$ cat src/rtl/ex_mem_reg.sv
// ============================================================================
// ex_mem_reg
// ----------------------------------------------------------------------------
// EX/MEM pipeline register of the pipelined CPU. It sits between the EX stage
// (ALU, branch adder) and the MEM stage. Every rising edge it either clears
// itself (reset), inserts a bubble (flush), holds (stall), or captures the EX
// slot. Control bits are cleaned up on capture so the MEM and WB stages never
// see impossible or harmful combinations. A saturating counter records how many
// bubbles have entered MEM since reset, for pipeline debug.
//
// Parameters
//   DATA_W  width of alu_res, RtData and the branch target
//   REG_AW  register-file address width
//   CNT_W   width of bubble_cnt
//
// Ports
//   clk, reset              rising-edge clock, synchronous active-high reset
//   stall                   hold every register this cycle
//   flush                   load a bubble this cycle (wins over stall)
//   valid_ex                EX slot holds a real instruction
//   RegWrite_ex ..          EX-stage control: RegWrite, MemtoReg, MemRead,
//     Branch_ex             MemWrite, Branch
//   alu_zero_ex             ALU zero flag
//   alu_res_ex, RtData_ex   ALU result / address and store data
//   WriteReg_ex             destination register
//   branch_pc_ex            branch target address
//   valid_mem, *_mem        registered copies driving the MEM/WB stages
//   fwd_we_mem              the MEM slot may forward alu_res to EX
//   bubble_cnt              bubbles inserted since reset, saturating
// ============================================================================
module ex_mem_reg #(
    parameter int DATA_W = 32,
    parameter int REG_AW = 5,
    parameter int CNT_W  = 16
) (
    input  logic              clk,
    input  logic              reset,
    input  logic              stall,
    input  logic              flush,
    input  logic              valid_ex,
    input  logic              RegWrite_ex,
    input  logic              MemtoReg_ex,
    input  logic              MemRead_ex,
    input  logic              MemWrite_ex,
    input  logic              Branch_ex,
    input  logic              alu_zero_ex,
    input  logic [DATA_W-1:0] alu_res_ex,
    input  logic [DATA_W-1:0] RtData_ex,
    input  logic [REG_AW-1:0] WriteReg_ex,
    input  logic [DATA_W-1:0] branch_pc_ex,
    output logic              valid_mem,
    output logic              RegWrite_mem,
    output logic              MemtoReg_mem,
    output logic              MemRead_mem,
    output logic              MemWrite_mem,
    output logic              Branch_mem,
    output logic              alu_zero_mem,
    output logic [DATA_W-1:0] alu_res_mem,
    output logic [DATA_W-1:0] RtData_mem,
    output logic [REG_AW-1:0] WriteReg_mem,
    output logic [DATA_W-1:0] branch_pc_mem,
    output logic              fwd_we_mem,
    output logic [CNT_W-1:0]  bubble_cnt
);

    // Sanitised control values that would be captured on a normal load.
    logic ld_reg_write;
    logic ld_memto_reg;
    logic ld_mem_read;
    logic ld_mem_write;
    logic ld_branch;
    logic ld_alu_zero;

    // Bubble bookkeeping.
    logic bubble_in;
    logic cnt_sat;

    // Control clean-up applied on capture. An empty EX slot carries no
    // side effects, a load+store combination degrades to a plain load so
    // data memory is never written by it, and writes to register $zero are
    // dropped here so the forwarding unit never sees them either.
    always_comb begin
        ld_reg_write = valid_ex & RegWrite_ex & (WriteReg_ex != '0);
        ld_memto_reg = valid_ex & MemtoReg_ex;
        ld_mem_read  = valid_ex & MemRead_ex;
        ld_mem_write = valid_ex & MemWrite_ex & ~MemRead_ex;
        ld_branch    = valid_ex & Branch_ex;
        ld_alu_zero  = valid_ex & alu_zero_ex;
    end

    // A bubble enters MEM on a flush (even when stalled), or on an unstalled
    // load of an empty EX slot. The counter stops at all-ones.
    always_comb begin
        bubble_in = flush | (~stall & ~valid_ex);
        cnt_sat   = &bubble_cnt;
    end

    // Pipeline slot register: reset and flush both clear the whole slot,
    // data included, so a bubble is indistinguishable from the reset state.
    // A stall simply leaves every flop untouched.
    always_ff @(posedge clk) begin
        if (reset || flush) begin
            valid_mem     <= 1'b0;
            RegWrite_mem  <= 1'b0;
            MemtoReg_mem  <= 1'b0;
            MemRead_mem   <= 1'b0;
            MemWrite_mem  <= 1'b0;
            Branch_mem    <= 1'b0;
            alu_zero_mem  <= 1'b0;
            alu_res_mem   <= '0;
            RtData_mem    <= '0;
            WriteReg_mem  <= '0;
            branch_pc_mem <= '0;
        end else if (!stall) begin
            valid_mem     <= valid_ex;
            RegWrite_mem  <= ld_reg_write;
            MemtoReg_mem  <= ld_memto_reg;
            MemRead_mem   <= ld_mem_read;
            MemWrite_mem  <= ld_mem_write;
            Branch_mem    <= ld_branch;
            alu_zero_mem  <= ld_alu_zero;
            alu_res_mem   <= alu_res_ex;
            RtData_mem    <= RtData_ex;
            WriteReg_mem  <= WriteReg_ex;
            branch_pc_mem <= branch_pc_ex;
        end
    end

    // Debug bubble counter, cleared by reset and otherwise only stepped
    // when a bubble actually enters the MEM slot.
    always_ff @(posedge clk) begin
        if (reset) begin
            bubble_cnt <= '0;
        end else if (bubble_in && !cnt_sat) begin
            bubble_cnt <= bubble_cnt + {{(CNT_W-1){1'b0}}, 1'b1};
        end
    end

    // Forwarding from MEM is only legal for a real ALU result headed for the
    // register file; load data is not available yet at this point.
    always_comb begin
        fwd_we_mem = valid_mem & RegWrite_mem & ~MemtoReg_mem;
    end

endmodule

$ cat config.mk
export PLATFORM = sky130hd
export DESIGN_NAME = ex_mem_reg
export DESIGN_NICKNAME = d
export VERILOG_FILES = /design/src/rtl/ex_mem_reg.sv
export SDC_FILE = /design/constraint.sdc
export NUM_CORES = 1
export LEC_CHECK = 0
export ABC_AREA = 1
export CAP_MARGIN = 20
export CORE_MARGIN = 5
export CORE_UTILIZATION = 43
export CTS_CLUSTER_DIAMETER = 80
export CTS_CLUSTER_SIZE = 25
export DETAILED_ROUTE_END_ITERATION = 10
export PLACE_DENSITY = 0.82
export SLEW_MARGIN = 40
export SYNTH_ARGS = -nofsm -noshare
export SYNTH_HDL_FRONTEND = slang
export SYNTH_SLANG_ARGS = --single-unit
$ cat constraint.sdc
create_clock -name clk -period 2.2 [get_ports clk]
set_input_delay 0.44 -clock clk [delete_from_list [all_inputs] [get_ports clk]]
set_output_delay 0.44 -clock clk [all_outputs]
set_load 0.02 [all_outputs]
== Word-level counts from Yosys, hierarchy flattened ==
Cells that the tools add are included.

* Flip-flop bits (word level): 124
* Latch bits: 0
* RAM bits: 0
* Memory bits (read-only): 0
* Output and inout bits: 125
* Logic and storage cells: 34
* Memories: 0

* Add/subtract/negate cells: 1
* $mul: 0
* Divide/modulo/power cells: 0
* $lt $le $gt $ge: 0
* Equality and inequality tests: 0
* Shift-type cells: 0
* Multiplexer cells: 0
* Bitwise gates (word level): 16
* Reduce and logical (&&, ||, !) cells: 5

{| class="wikitable"
|+ Operator list
! kind !! number
|-
| $add A16 B1 Y16 const B || 1
|-
| $reduce_and A16 Y1 || 1
|-
| $and A1 B1 Y1 || 11
|-
| $reduce_bool A5 Y1 || 1
|-
| $not A1 Y1 || 4
|-
| $logic_and A1 B1 Y1 || 1
|-
| $logic_not A1 Y1 || 1
|-
| $logic_or A1 B1 Y1 || 1
|-
| $or A1 B1 Y1 || 1
|}

== Longest topological paths before layout ==
Gate-level depths: netlist (run 1).

* Word-level depth: 4
* Mapped depth: 10
* Gate-level depth less buffers: 10

== Least setup slack after synthesis (run 1) ==
No wires, ideal clock.

* Path kind: reg2reg
* From: reg bubble_cnt[0]
* To: reg bubble_cnt[14]
* Library setup time: 0.115 ns
* Arrival time: 1.444 ns
* Path slack: 0.641 ns
* Cell stages (with the launch flop): 8
* Path buffers: 1
* Path through: dfxtp_1 ha_1 inv_1 nor2_4 nand4_4 buf_6 a21oi_1 nor2_1

* Longest elaborated chain between the ends: 3

{| class="wikitable"
|+ RTL lines
! element !! RTL line !! source
|-
| start, declared || 63 || <nowiki>output logic [CNT_W-1:0] bubble_cnt</nowiki>
|-
| start signal, assigned || 135 || <nowiki>bubble_cnt <= bubble_cnt + {{(CNT_W-1){1'b0}}, 1'b1};</nowiki>
|-
| branches (longest 3 deep; another with $add A16 B1 Y16) || n/a ||
|}

Parallel ways; which one is timed is not known.
A chain may end at the register's enable or synchronous reset.

== Worst setup path after layout (run 1) ==
* From: reg RegWrite_mem
* To: out fwd_we_mem

* Longest elaborated chain between the ends: 2

{| class="wikitable"
|+ RTL lines
! element !! RTL line !! source
|-
| start, declared || 52 || <nowiki>output logic RegWrite_mem,</nowiki>
|-
| start signal, assigned || 116 || <nowiki>RegWrite_mem <= ld_reg_write;</nowiki>
|-
| $and A1 B1 Y1 (2 in a row) || 142 || <nowiki>fwd_we_mem = valid_mem & RegWrite_mem & ~MemtoReg_mem;</nowiki>
|-
| end, declared || 62 || <nowiki>output logic fwd_we_mem,</nowiki>
|}

Every way passes these cells.

==> flow_metrics.tcl, run 1 <==
set metrics [dict create \
    maxSlewViolCount 0 \
    cts_setup_buffers 0 \
    hold_class "in2reg" \
    ctsHoldBuffers 0 \
    max-vdd-ir-drop_mv 0.625 \
    outcome "complete, no violations" \
    ys.flop_type "dfxtp_1" \
    avgSynthCellArea_sq_um 7.43 \
    antenna_found_initial 0 \
    synth_edf_count 0 \
    rsz0062_at_grt "no" \
    nNetsFinal 977 \
    crit_fanout 3 \
    worst_pin_slew_ns 0.625 \
    cts-root-buf "clkbuf_8" \
    setup_viol 0 \
    p_leak_nw 2.94 \
    ys_seq_elements 124 \
    critPathLaunchType "flip-flop" \
    cts_tree "done" \
    cts_made_buffers 17 \
    grt.total_usage_pct 23.1 \
    worst_path_max_delay_cell "clkdlybuf4s50_1" \
    drcViolationCount 0 \
    grt_first_pass_wirelength_microns 24100 \
    async_flop_share_pct 0 \
    ys_seq_area_share_pct 52.4 \
    crit_arrival_ns 1.66 \
    clk_pin_slew_worst_paths_ns 0.05 \
    boundaryPins 237 \
    tns_ns 0 \
    clockBufferDepth 2 \
    wirelength_microns 15700 \
    place_ws_ns 0.309 \
    grt_max_degree 106 \
    finish.utilization_pct 71.3 \
    synth_cell_types 24 \
    cp-end-kind "output port" \
    synth_fp_nets 751 \
    drive_above_1_share_pct 5.61 \
    fill_cells 845 \
    fmax_mhz 476 \
    critPathRequiredTime_ns 1.76 \
    final.min_clock_period_ns 2.10 \
    fp.dieArea_sq_um 13200 \
    grt_pass1_vias 4877 \
    netlist_instances 638 \
    wl_per_cell_microns 15.5 \
    initial_core_util_pct 43.7 \
    cts_resized 0 \
    final-hold-violation-count 0 \
    antenna_cells 0 \
    slew_headroom_pct 58.3 \
    syn2layout_area_growth_pct 63.2 \
    vias 5014 \
    drt-vias-per-instance 4.95 \
    numPortBuffers 236 \
    rows 38 \
    yosys_warnings 0 \
    clock_latency_ns 0.53 \
    first_iter_violations 503 \
    final.setup_skew_ns 0.00448 \
    period_share_pct 95.5 \
    hpwl_microns 11100 \
    grt_overflow 0 \
    worst_slack_ns 0.0989 \
    gp_congestion 0.837 \
    dr.pass1.iters 5 \
    layout_commonest_cell "nand2_1" \
    power_density_nw_per_um2 717 \
    maxCapViolCount 0 \
    final_cell_mix "nand2_1 (249), clkdlybuf4s50_1 (235), dfxtp_1 (124)" \
    crit_type "reg2out" \
    max_stage_delay_ns 0.61 \
    die_w_microns 115 \
    syn_area_sq_um 4740 \
    antenna_left 0 \
    die_h_microns 115 \
    clock_sinks 124 \
    path_cells "nand2_1 > nor2_1 > clkdlybuf4s50_1" \
    htree_levels 4 \
    core_area_sq_um 10800 \
]
## cells in the mapped netlist, types with 2 or more instances
library cell / count / area, sq um
dfxtp_1: 124 / 2480
nand3b_1: 4 / 30.0
nor2_4: 3 / 33.8
a211oi_1: 3 / 22.5
nand3_2: 2 / 20.0
nor2_2: 2 / 12.5
buf_6: 2 / 22.5
buf_2: 12 / 60.1
inv_2: 3 / 11.3
inv_1: 20 / 75.1
nand2_2: 4 / 25.0
nand4_1: 2 / 12.5
nand2_1: 250 / 938
nor2_1: 46 / 173
buf_4: 3 / 22.5
a21oi_1: 115 / 576
nand3_1: 17 / 85.1
clkbuf_1: 20 / 75.1
## report_power, final
part	internal (mW)	switching, mW
clock	1.59	0.929
sequential	2.31	0.0386
combinational	0.355	0.315
## kinds of logic (layout without fill, tap and decap cells)
group	Yosys count	in the layout	share of synthesized area [%]
fa+ha+maj	1	1	0.264
simple gates	332	332	28.6
compound gates	120	120	12.9
xor+xnor	1	1	0.185
buf+inv	60	295	5.62
flops	124	124	52.4
## sequential cells by signal, indices dropped and copies added (netlist names)
register	flops
RtData_mem	32
alu_res_mem	32
branch_pc_mem	32
bubble_cnt	16
WriteReg_mem	5
Branch_mem	1
MemRead_mem	1
MemWrite_mem	1
MemtoReg_mem	1
RegWrite_mem	1
alu_zero_mem	1
valid_mem	1
## path summary, 6_finish.rpt
path / startpoint / end / slack (ns) / cells past startpoint
worst max-delay path: RegWrite_mem / fwd_we_mem / 0.1 / 3
worst min-delay path: stall / MemRead_mem / 0.31 / 3
worst max register to register: bubble_cnt[0] / bubble_cnt[10] / 0.48 / 6
worst min register to register: alu_res_mem[17] / alu_res_mem[17] / 0.46 / 2
## cell type report
| type | instances | area [sq um] | area share [%] |
|---|---|---|---|
| clock buffer | 26 | 488 | 6.31 |
| inverter | 23 | 86.3 | 1.12 |
| multi-input combinational | 454 | 2000 | 25.8 |
| sequential | 124 | 2480 | 32.1 |
| clock inverter | 2 | 35.0 | 0.453 |
| tap | 140 | 175 | 2.27 |
| timing repair buffer | 244 | 2470 | 31.9 |
## routing by layer
layer  share of wire [%]  track usage, %  up-vias
li1                    -               -     2489
met1                  38            24.9     2296
met2                  51            40.5      190
met3                 8.2            8.79       39
met4                 2.9            9.86        0
met5                   0               0        -
## per-stage QoR
step | hold WS, ns | cells | cell area [sq um] | power (mW)
floorplan | 0.509 | 638 | 4740 | 2.67
global placement | 0.446 | 985 | 7210 | 3.05
detailed placement | 0.453 | 985 | 7210 | 3.07
CTS | 0.296 | 1013 | 7730 | 5.57
global route | 0.307 | 1013 | 7730 | 5.74
finish | 0.311 | 1013 | 7730 | 5.54
## worst max-delay path: cells and delay by family (launching register included)
kind | cells | cell delay [ns]
DFF | 1 | 0.37
buffers and inverters | 1 | 0.61
and+or+nand+nor | 2 | 0.14
No activity file was read; power rests on OpenSTA's default activity.
==> inputs of run 2 (changes only) <==
GPL_TIMING_DRIVEN = 0   (was default)
==> run 2 against run 1 <==
Net effect:
- count of clock-buffer cells in the layout is 1 lower
- clock skew rose by 0.0010 ns
- combinational power about the same
- routed wire length up 1.5%
- register-to-register slack gained 0.09 ns
- highest routed layer unchanged
- power increased by 4.9%
==> flow_metrics.tcl, run 2 (same netlist as run 1, synthesis figures left out) <==
set metrics [dict create \
    cp-end-kind "output port" \
    grt.total_usage_pct 23.8 \
    die_w_microns 115 \
    syn2layout_area_growth_pct 65.9 \
    core_area_sq_um 10800 \
    gp_congestion 0.868 \
    ctsHoldBuffers 0 \
    antenna_found_initial 0 \
    critPathRequiredTime_ns 1.76 \
    crit_family "buffers and inverters" \
    clock_sinks 124 \
    fin_hold_ws_ns 0.363 \
    place_area_sq_um 7270 \
    whs_endpoint "alu_zero_mem" \
    outcome "complete, no violations" \
    final-hold-violation-count 0 \
    wl_per_cell_microns 15.2 \
    top_regs "RtData_mem: 32 flops, alu_res_mem: 32 flops, branch_pc_mem: 32 flops" \
    cts-root-buf "clkbuf_8" \
    path_cells "clkdlybuf4s50_1" \
    hold_start "stall" \
    max_stage_delay_ns 0.65 \
    hpwl_microns 11900 \
    hold_class "in2reg" \
    grt_first_pass_wirelength_microns 24800 \
    rrSetupSlack_ns 0.57 \
    period_share_pct 94.2 \
    final.min_clock_period_ns 2.07 \
    r2r-end "bubble_cnt[1]" \
    htree_levels 4 \
    dr.pass1.iters 5 \
    p_total_mw 5.81 \
    max-vdd-ir-drop_mv 0.620 \
    slew_headroom_pct 65.9 \
    first_iter_violations 404 \
    final.setup_skew_ns 0.00549 \
    grt_max_degree 17 \
    cts_made_buffers 17 \
    p_leak_nw 3.03 \
    initial_core_util_pct 43.7 \
    maxSlewViolCount 0 \
    numPortBuffers 235 \
    crit_arrival_ns 1.63 \
    worst_pin_slew_ns 0.512 \
    reg2reg_depth 10 \
    die_h_microns 115 \
    clock_latency_ns 0.52 \
    nNetsFinal 1005 \
    cts_tree "done" \
    rows 38 \
    worst_path_max_delay_cell "clkdlybuf4s50_1" \
    tns_ns 0 \
    grt_overflow 0 \
    drive_above_1_share_pct 6.74 \
    rsz0062_at_grt "no" \
    clockBufferDepth 2 \
    crit_type "reg2out" \
    holdPathStages 4 \
    cts_resized 0 \
    antenna_cells 0 \
    final_cells 1045 \
    clk_pin_slew_worst_paths_ns 0.06 \
    antenna_left 0 \
    layout_commonest_cell "nand2_1" \
    vias 5144 \
    drcViolationCount 0 \
    power_density_nw_per_um2 740 \
    cts_setup_buffers 0 \
    boundaryPins 237 \
    critPathLaunchType "flip-flop" \
    reg2reg_from "bubble_cnt[0]" \
    final_cell_area_sq_um 7860 \
    grt_pass1_vias 5043 \
    wirelength_microns 15900 \
    fmax_mhz 483 \
    fp.dieArea_sq_um 13200 \
    maxCapViolCount 0 \
    dp.cells 1013 \
    final_cell_mix "nand2_1 (250), clkdlybuf4s50_1 (234), dfxtp_1 (124)" \
    crit_fanout 6 \
    setup_viol 0 \
    path_buf_inv 1 \
    drt-vias-per-instance 4.92 \
]
[run 2: changes by cell type in the layout (fill, tap and decap cells not counted), moves of 2 or more]
cell	previous run	this run
bufinv_16	1	3
buf_6	0	2
buf_2	0	12
buf_4	5	3
clkinv_2	1	4
clkbuf_1	5	24
buf_12	4	0
[run 2: worst reg2reg max path: stages (launching register included)]
cell,delay [ns]
dfxtp_1,0.41
ha_1,0.29
nand2_1,0.08
inv_1,0.08
nand2_1,0.06
nor2_1,0.14
nand2_2,0.17
nand2_2,0.11
inv_1,0.05
nor2_1,0.09
nor2_1,0.05
[run 2: metrics by stage]
| step | worst slack, ns | utilization [%] |
|---|---|---|
| 3_5_place_dp | 0.112 | 67.0 |
| 5_1_grt | 0.0374 | 72.5 |
| 4_1_cts | 0.0408 | 72.5 |
| 3_3_place_gp | 0.138 | 67.0 |
| 6_report | 0.128 | 72.5 |
| 2_1_floorplan | 0.641 | - |
[run 2: where the power goes]
part	switching [mW]	total, mW	internal (mW)	leakage (nW)
registers	0.0398	2.35	2.31	1.01
logic	0.319	0.673	0.354	1.72
clock network	0.948	2.79	1.84	0.296
total	1.31	5.81	4.51	3.03
[run 2: worst max path at each step]
| stage | endpoint | startpoint | cells past startpoint |
|---|---|---|---|
| 3_5_place_dp | RtData_mem[6] | reset | 6 |
| 4_1_cts | fwd_we_mem | RegWrite_mem | 3 |
| 2_1_floorplan | bubble_cnt[14] | bubble_cnt[0] | 7 |
| 6_report | bubble_cnt[12] | bubble_cnt[12] | 1 |
| 5_1_grt | bubble_cnt[3] | bubble_cnt[3] | 1 |
| 3_3_place_gp | RtData_mem[18] | reset | 6 |
[run 2: layer usage]
metal | track usage [%] | vias up | share of wire [%]
met1 | 26.8 | 2349 | 39
met3 | 7.95 | 30 | 7.5
met4 | 10.9 | 0 | 2.7
met2 | 40.7 | 214 | 50
li1 | - | 2551 | -
met5 | 0 | - | 0
[run 2: layout make-up]
cell class	instances	area [sq um]
Clock buffer	25	484
Tap cell	140	175
Clock inverter	7	110
Inverter	23	86.3
Buffer	37	180
Sequential cell	124	2480
Timing Repair Buffer	235	2350
Fill cell	855	2980
Multi-Input combinational cell	454	1990
==> inputs of run 3 (changes only) <==
GPL_ROUTABILITY_DRIVEN = 0   (was default)
==> results of run 3 <==
Final layout, timing and power as in run 2 (identical DEF).
